## src/rtl/systemx_sweeper_if.sv

```systemverilog
// Signal bundle between systemx_sweeper and whatever drives it and hosts systemx.
//   master: drives START, GOLDEN and Y (systemx output); observes vector and results.
//   slave : the sweeper itself.
// Signals:
//   START      begin a sweep (taken only when BUSY=0)
//   GOLDEN     expected Y per vector, bit i = vector i
//   Y          systemx output under test
//   A,B,C,D    applied vector, A = MSB
//   BUSY/DONE  sweep in progress / one-cycle end pulse
//   PASS, ERR_CNT, FIRST_FAIL, FAIL_VALID  results of the last sweep
interface systemx_sweeper_if;
  logic        START;
  logic [15:0] GOLDEN;
  logic        Y;
  logic        A;
  logic        B;
  logic        C;
  logic        D;
  logic        BUSY;
  logic        DONE;
  logic        PASS;
  logic [4:0]  ERR_CNT;
  logic [3:0]  FIRST_FAIL;
  logic        FAIL_VALID;

  modport master (
    output START, GOLDEN, Y,
    input  A, B, C, D, BUSY, DONE, PASS, ERR_CNT, FIRST_FAIL, FAIL_VALID
  );

  modport slave (
    input  START, GOLDEN, Y,
    output A, B, C, D, BUSY, DONE, PASS, ERR_CNT, FIRST_FAIL, FAIL_VALID
  );
endinterface

```

## src/rtl/systemx_sweeper.sv

```systemverilog
// Exhaustive on-chip sweep of the 4-input combinational systemx block.
// Steps {A,B,C,D} through vectors 0..15, holds each for SETTLE_CYCLES cycles, then samples Y
// for one cycle and compares it with the GOLDEN table latched at START. Reports PASS,
// ERR_CNT, FIRST_FAIL/FAIL_VALID and pulses DONE at the end. All outputs are registered.
// Ports:
//   CLK  rising-edge clock
//   RST  asynchronous active-high reset
//   bus  systemx_sweeper_if.slave (START, GOLDEN, Y in; vector and results out)
// Build option:
//   SYSTEMX_STOP_ON_FAIL_EN  when defined, the first mismatch ends the sweep immediately.
module systemx_sweeper #(
  parameter int unsigned SETTLE_CYCLES = 2,
  parameter int unsigned CNT_W         = 4
) (
  input logic              CLK,
  input logic              RST,
  systemx_sweeper_if.slave bus
);

  typedef enum logic [1:0] {StIdle, StSettle, StSample, StFinish} state_e;

  localparam logic [CNT_W-1:0] CntLast = CNT_W'(SETTLE_CYCLES - 1);

  state_e           state_q, state_d;
  logic [3:0]       v_q, v_d;
  logic [CNT_W-1:0] cnt_q, cnt_d;
  logic [15:0]      golden_q, golden_d;
  logic [4:0]       err_cnt_q, err_cnt_d;
  logic [3:0]       first_fail_q, first_fail_d;
  logic             fail_valid_q, fail_valid_d;
  logic             pass_q, pass_d;
  logic             busy_q, busy_d;
  logic             done_q, done_d;
  logic [3:0]       abcd_q, abcd_d;
  logic             mismatch;
  logic             stop;

  assign mismatch = (bus.Y != golden_q[v_q]);

  always_comb begin
    state_d      = state_q;
    v_d          = v_q;
    cnt_d        = cnt_q;
    golden_d     = golden_q;
    err_cnt_d    = err_cnt_q;
    first_fail_d = first_fail_q;
    fail_valid_d = fail_valid_q;
    pass_d       = pass_q;
    busy_d       = busy_q;
    done_d       = 1'b0;
    abcd_d       = abcd_q;
    stop         = 1'b0;

    unique case (state_q)
      StIdle: begin
        abcd_d = 4'd0;
        if (bus.START) begin
          golden_d     = bus.GOLDEN;
          v_d          = 4'd0;
          cnt_d        = '0;
          err_cnt_d    = 5'd0;
          first_fail_d = 4'd0;
          fail_valid_d = 1'b0;
          pass_d       = 1'b0;
          busy_d       = 1'b1;
          state_d      = StSettle;
        end
      end

      StSettle: begin
        if (cnt_q == CntLast) begin
          cnt_d   = '0;
          state_d = StSample;
        end else begin
          cnt_d = cnt_q + CNT_W'(1);
        end
      end

      StSample: begin
        if (mismatch) begin
          // At most 16 increments per sweep, so 5 bits never wrap.
          err_cnt_d = err_cnt_q + 5'd1;
          if (!fail_valid_q) begin
            first_fail_d = v_q;
            fail_valid_d = 1'b1;
          end
        end
`ifdef SYSTEMX_STOP_ON_FAIL_EN
        stop = (v_q == 4'd15) || mismatch;
`else
        stop = (v_q == 4'd15);
`endif
        if (stop) begin
          // DONE and PASS are registered, so they are set on entry to FINISH.
          done_d  = 1'b1;
          pass_d  = (err_cnt_d == 5'd0);
          state_d = StFinish;
        end else begin
          v_d     = v_q + 4'd1;
          abcd_d  = v_q + 4'd1;
          state_d = StSettle;
        end
      end

      StFinish: begin
        busy_d  = 1'b0;
        abcd_d  = 4'd0;
        state_d = StIdle;
      end

      default: state_d = StIdle;
    endcase
  end

  always_ff @(posedge CLK or posedge RST) begin
    if (RST) begin
      state_q      <= StIdle;
      v_q          <= 4'd0;
      cnt_q        <= '0;
      golden_q     <= 16'd0;
      err_cnt_q    <= 5'd0;
      first_fail_q <= 4'd0;
      fail_valid_q <= 1'b0;
      pass_q       <= 1'b0;
      busy_q       <= 1'b0;
      done_q       <= 1'b0;
      abcd_q       <= 4'd0;
    end else begin
      state_q      <= state_d;
      v_q          <= v_d;
      cnt_q        <= cnt_d;
      golden_q     <= golden_d;
      err_cnt_q    <= err_cnt_d;
      first_fail_q <= first_fail_d;
      fail_valid_q <= fail_valid_d;
      pass_q       <= pass_d;
      busy_q       <= busy_d;
      done_q       <= done_d;
      abcd_q       <= abcd_d;
    end
  end

  assign bus.A          = abcd_q[3];
  assign bus.B          = abcd_q[2];
  assign bus.C          = abcd_q[1];
  assign bus.D          = abcd_q[0];
  assign bus.BUSY       = busy_q;
  assign bus.DONE       = done_q;
  assign bus.PASS       = pass_q;
  assign bus.ERR_CNT    = err_cnt_q;
  assign bus.FIRST_FAIL = first_fail_q;
  assign bus.FAIL_VALID = fail_valid_q;

endmodule

```

## src/flat_wrapper.sv

```systemverilog
// flat-port wrapper written by rule: the top's interface ports become plain ports
module systemx_sweeper_flat 
#(
  parameter int unsigned SETTLE_CYCLES = 2,
  parameter int unsigned CNT_W         = 4
)
  (CLK, RST, bus_START, bus_GOLDEN, bus_Y, bus_A, bus_B, bus_C, bus_D, bus_BUSY, bus_DONE, bus_PASS, bus_ERR_CNT, bus_FIRST_FAIL, bus_FAIL_VALID);
  systemx_sweeper_if bus_i ();
  input logic CLK;
  input logic RST;
  input wire logic [$bits(bus_i.START)-1:0] bus_START;
  input wire logic [$bits(bus_i.GOLDEN)-1:0] bus_GOLDEN;
  input wire logic [$bits(bus_i.Y)-1:0] bus_Y;
  output wire logic [$bits(bus_i.A)-1:0] bus_A;
  output wire logic [$bits(bus_i.B)-1:0] bus_B;
  output wire logic [$bits(bus_i.C)-1:0] bus_C;
  output wire logic [$bits(bus_i.D)-1:0] bus_D;
  output wire logic [$bits(bus_i.BUSY)-1:0] bus_BUSY;
  output wire logic [$bits(bus_i.DONE)-1:0] bus_DONE;
  output wire logic [$bits(bus_i.PASS)-1:0] bus_PASS;
  output wire logic [$bits(bus_i.ERR_CNT)-1:0] bus_ERR_CNT;
  output wire logic [$bits(bus_i.FIRST_FAIL)-1:0] bus_FIRST_FAIL;
  output wire logic [$bits(bus_i.FAIL_VALID)-1:0] bus_FAIL_VALID;
  assign bus_i.START = bus_START;
  assign bus_i.GOLDEN = bus_GOLDEN;
  assign bus_i.Y = bus_Y;
  assign bus_A = bus_i.A;
  assign bus_B = bus_i.B;
  assign bus_C = bus_i.C;
  assign bus_D = bus_i.D;
  assign bus_BUSY = bus_i.BUSY;
  assign bus_DONE = bus_i.DONE;
  assign bus_PASS = bus_i.PASS;
  assign bus_ERR_CNT = bus_i.ERR_CNT;
  assign bus_FIRST_FAIL = bus_i.FIRST_FAIL;
  assign bus_FAIL_VALID = bus_i.FAIL_VALID;
  systemx_sweeper #(.SETTLE_CYCLES(SETTLE_CYCLES), .CNT_W(CNT_W)) u_core (.CLK(CLK), .RST(RST), .bus(bus_i));
endmodule
```

## config.mk

```make
export PLATFORM = sky130hd
export DESIGN_NAME = systemx_sweeper_flat
export DESIGN_NICKNAME = d
export VERILOG_FILES = /design/src/rtl/systemx_sweeper_if.sv /design/src/rtl/systemx_sweeper.sv /design/src/flat_wrapper.sv
export SDC_FILE = /design/constraint.sdc
export NUM_CORES = 1
export LEC_CHECK = 0
export BUFFER_PORTS_ARGS = -buffer_cell sky130_fd_sc_hd__buf_2
export CORE_MARGIN = 2
export CORE_UTILIZATION = 61
export DETAILED_ROUTE_END_ITERATION = 6
export GPL_ROUTABILITY_DRIVEN = 1
export GPL_TIMING_DRIVEN = 0
export PLACE_DENSITY = 0.85
export SLEW_MARGIN = 20
export SYNTH_ARGS = -nofsm -noshare
export SYNTH_HDL_FRONTEND = slang
export SYNTH_SLANG_ARGS = --single-unit
```

## constraint.sdc

```tcl
create_clock -name CLK -period 4.55 [get_ports CLK]
set_clock_uncertainty 0.1 [all_clocks]
set_input_delay 1.365 -clock CLK [delete_from_list [all_inputs] [get_ports CLK]]
set_output_delay 1.365 -clock CLK [all_outputs]
set_load 0.01 [all_outputs]
```

==> flow_summary.yaml <==
job:
  cap_violations: 0
synth:
  synthFlopType: "dfrtp_1"
  synth_area_leaders: "dfrtp_1, mux2_2, ha_1"
  yosys.area.top_type: "dfrtp_1"
  ys_ff_latch: 43
  synthArstFlopShare_pct: 100.0
  synth_edf_count: 0
  postSynthAreaPerCell_um2: 10.61
  synthDominantCellAreaShare_pct: 44.89
  syn_nets: 254
  yosys_warnings: 0
  netlist_instances: 226
  ys_types: 43
  mappedNetlistArea_um2: 2397
  seq_area_frac_synth_pct: 44.89
timing:
  period_minus_slack_ps: 2801
  setup_tns_ps: 0
  hold_viol_final: 0
  finalSetupViolations: 0
  worst_pin_slew_ps: 664.5
  fin_ws_ps: 1749
  finalMaxSlewViolations: 0
  slew_headroom_pct: 55.59
  rsz0062_at_grt: "no"
  period_share_pct: 61.57
  fmax_mhz: 357.0
placement:
  routabilityCongestion: 0.8209
  dp_slack_ps: 1431
  dp_hpwl_mm: 3.717
  dpl_cell_area_um2: 2658
  portBuffers: 36
cts:
  htree_levels: 2
  cts_tree: "built"
  numCtsBuffers: 5
  cts_hold_buf: 0
  insertion_delay_ps: 300
  clkTransAtPathRegs_ps: 80
  post-cts-setup-buffers: 0
  cts_sinks: 43
  clk_path_buf_depth: 2
  cts-root-buf: "clkbuf_8"
  post_cts_resize_count: 0
cells_and_area:
  final_cell_mix: "dfrtp_1, buf_2, nand2_1, mux2_2, nor2_1"
  seq_area_um2: 1076
  fin_area_um2: 2758
  final_common_cell: "dfrtp_1"
  multi_input_area_um2: 1230
  drive_gt1_share_pct: 28.41
  fin_util_pct: 74.21
  syn_to_final_growth_pct: 15.03
  final_nets: 298
  antenna_cells: 0
  fillers: 280
critical_path:
  startpoint_type: "primary input"
  cp_max_fo: 4
  r2r_start: "u_core.v_q[1]"
  slowest_delay_ps: 470
  crit_start: "bus_Y"
  worstPathBufferInverterCount: 1
  path_class: "in -> reg"
  crit_chain: "buf_2 -> nand2b_1 -> or4_4 -> a31oi_4 -> mux2_2 -> a22o_1"
  critPathArrivalTime_ps: 2900
  cp.required_ps: 4640
  end_kind: "register"
  crit_family: "simple AND/OR/NAND/NOR gates"
  cpMaxStageDelayCell: "or4_4"
global_routing:
  grt-ovfl-total: 0
  antenna_found_initial: 0
  grt_use_total_pct: 26.71
  grt_pass1_wl_mm: 8.694
  first_global_vias: 1829
  grt_max_degree: 31
pwr:
  ir_worst_vdd_uv: 176.1
  totalPowerFinal_mw: 0.9334
  leakage_nw: 1.326
  power_density_nw_per_um2: 338.5
route:
  wl_per_cell_um: 16.36
  vias: 1904
  dr.first_iter.drc_count: 140
  drtPass1Iterations: 4
  via_per_inst: 5.969
  ant_nets: 0
  wl_mm: 5.218
  remaining_drc_errors: 0
outcome:
  status: "finished, final reports clean"
floorplan:
  coreArea_um2: 3716
  start_util_pct: 64.51
  die-height_um: 66.69
  rows: 22
  fp.dieW_um: 66.69
  die_area_um2: 4448
  ios: 37
worst_hold_path:
  min_from: "u_core.golden_q[5]"
  hold_path.class: "reg -> reg"
[synthesized netlist by cell type, types with 3 or more instances]
cell type / count
inv_1: 8
mux2_1: 3
nand2b_1: 3
nor2_1: 15
a22o_1: 9
and3_1: 3
clkbuf_1: 10
mux2_2: 20
nor3_1: 3
ha_1: 8
nor2b_1: 4
a21oi_1: 9
dfrtp_1: 43
o21ai_0: 10
nand3_1: 10
a21o_1: 6
nand2_1: 22
mux2i_1: 9
[cell families (layout without fill, tap and decap cells)]
group / Yosys count / in the layout / share of synthesized area (%)
buffers and inverters: 21 / 66 / 3.810
AOI/OAI and AO/OA: 48 / 48 / 15.45
adders and majority gates: 8 / 8 / 4.176
DFF: 43 / 43 / 44.89
xor gates and xnor gates: 1 / 1 / 0.3654
and+or+nand+nor: 70 / 70 / 14.30
muxes: 35 / 35 / 17.01
[per-stage QoR]
step                      std cells  hold WS [ps]
after floorplan                 226         371.2
after global placement          310         379.1
after detailed placement        311         390.8
after CTS                       319         407.8
after global routing            319         434.5
final                           319         413.3
[sequential cells by signal (all words and copies together) (netlist names)]
name and cells:
u_core.state_q 2, u_core.bus.FAIL_VALID 1, u_core.abcd_q 4, u_core.v_q 4
u_core.bus.PASS 1, u_core.bus.BUSY 1, u_core.bus.ERR_CNT 5, u_core.bus.FIRST_FAIL 4
u_core.cnt_q 4, u_core.bus.DONE 1, u_core.golden_q 16
[layer usage]
metal,global-route usage [%],part of all wire (%)
met2,44.88,51
met5,0,0
met3,6.588,4.6
met1,34.55,43
met4,6.888,1.2
[report_power, final]
group,switching [mW],internal (mW),total (mW)
logic,0.110,0.0980,0.208
clock network,0.128,0.139,0.267
registers,0.0428,0.416,0.459
[cell type report]
cell class	count	area share, %
plain buffers	13	2.223
clock buffers	8	3.630
inverters	8	1.089
multi-input cells	162	44.60
flip-flops and latches	43	39.02
well taps	48	2.178
repair buffers	37	7.260
[worst paths after layout]
| check | endpoint | slack (ps) | cells past startpoint |
|---|---|---|---|
| worst max-delay path | u_core.bus.ERR_CNT[2] | 1750 | 6 |
| worst min-delay path | u_core.golden_q[5] | 410 | 1 |
| worst max register to register | u_core.bus.ERR_CNT[0] | 1840 | 7 |
| worst min register to register | u_core.golden_q[5] | 410 | 1 |
| max in group asynchronous | u_core.bus.FIRST_FAIL[0] | 2990 | 3 |
| min in group asynchronous | u_core.bus.BUSY | 910 | 2 |
(Power assumes the default switching activity.)
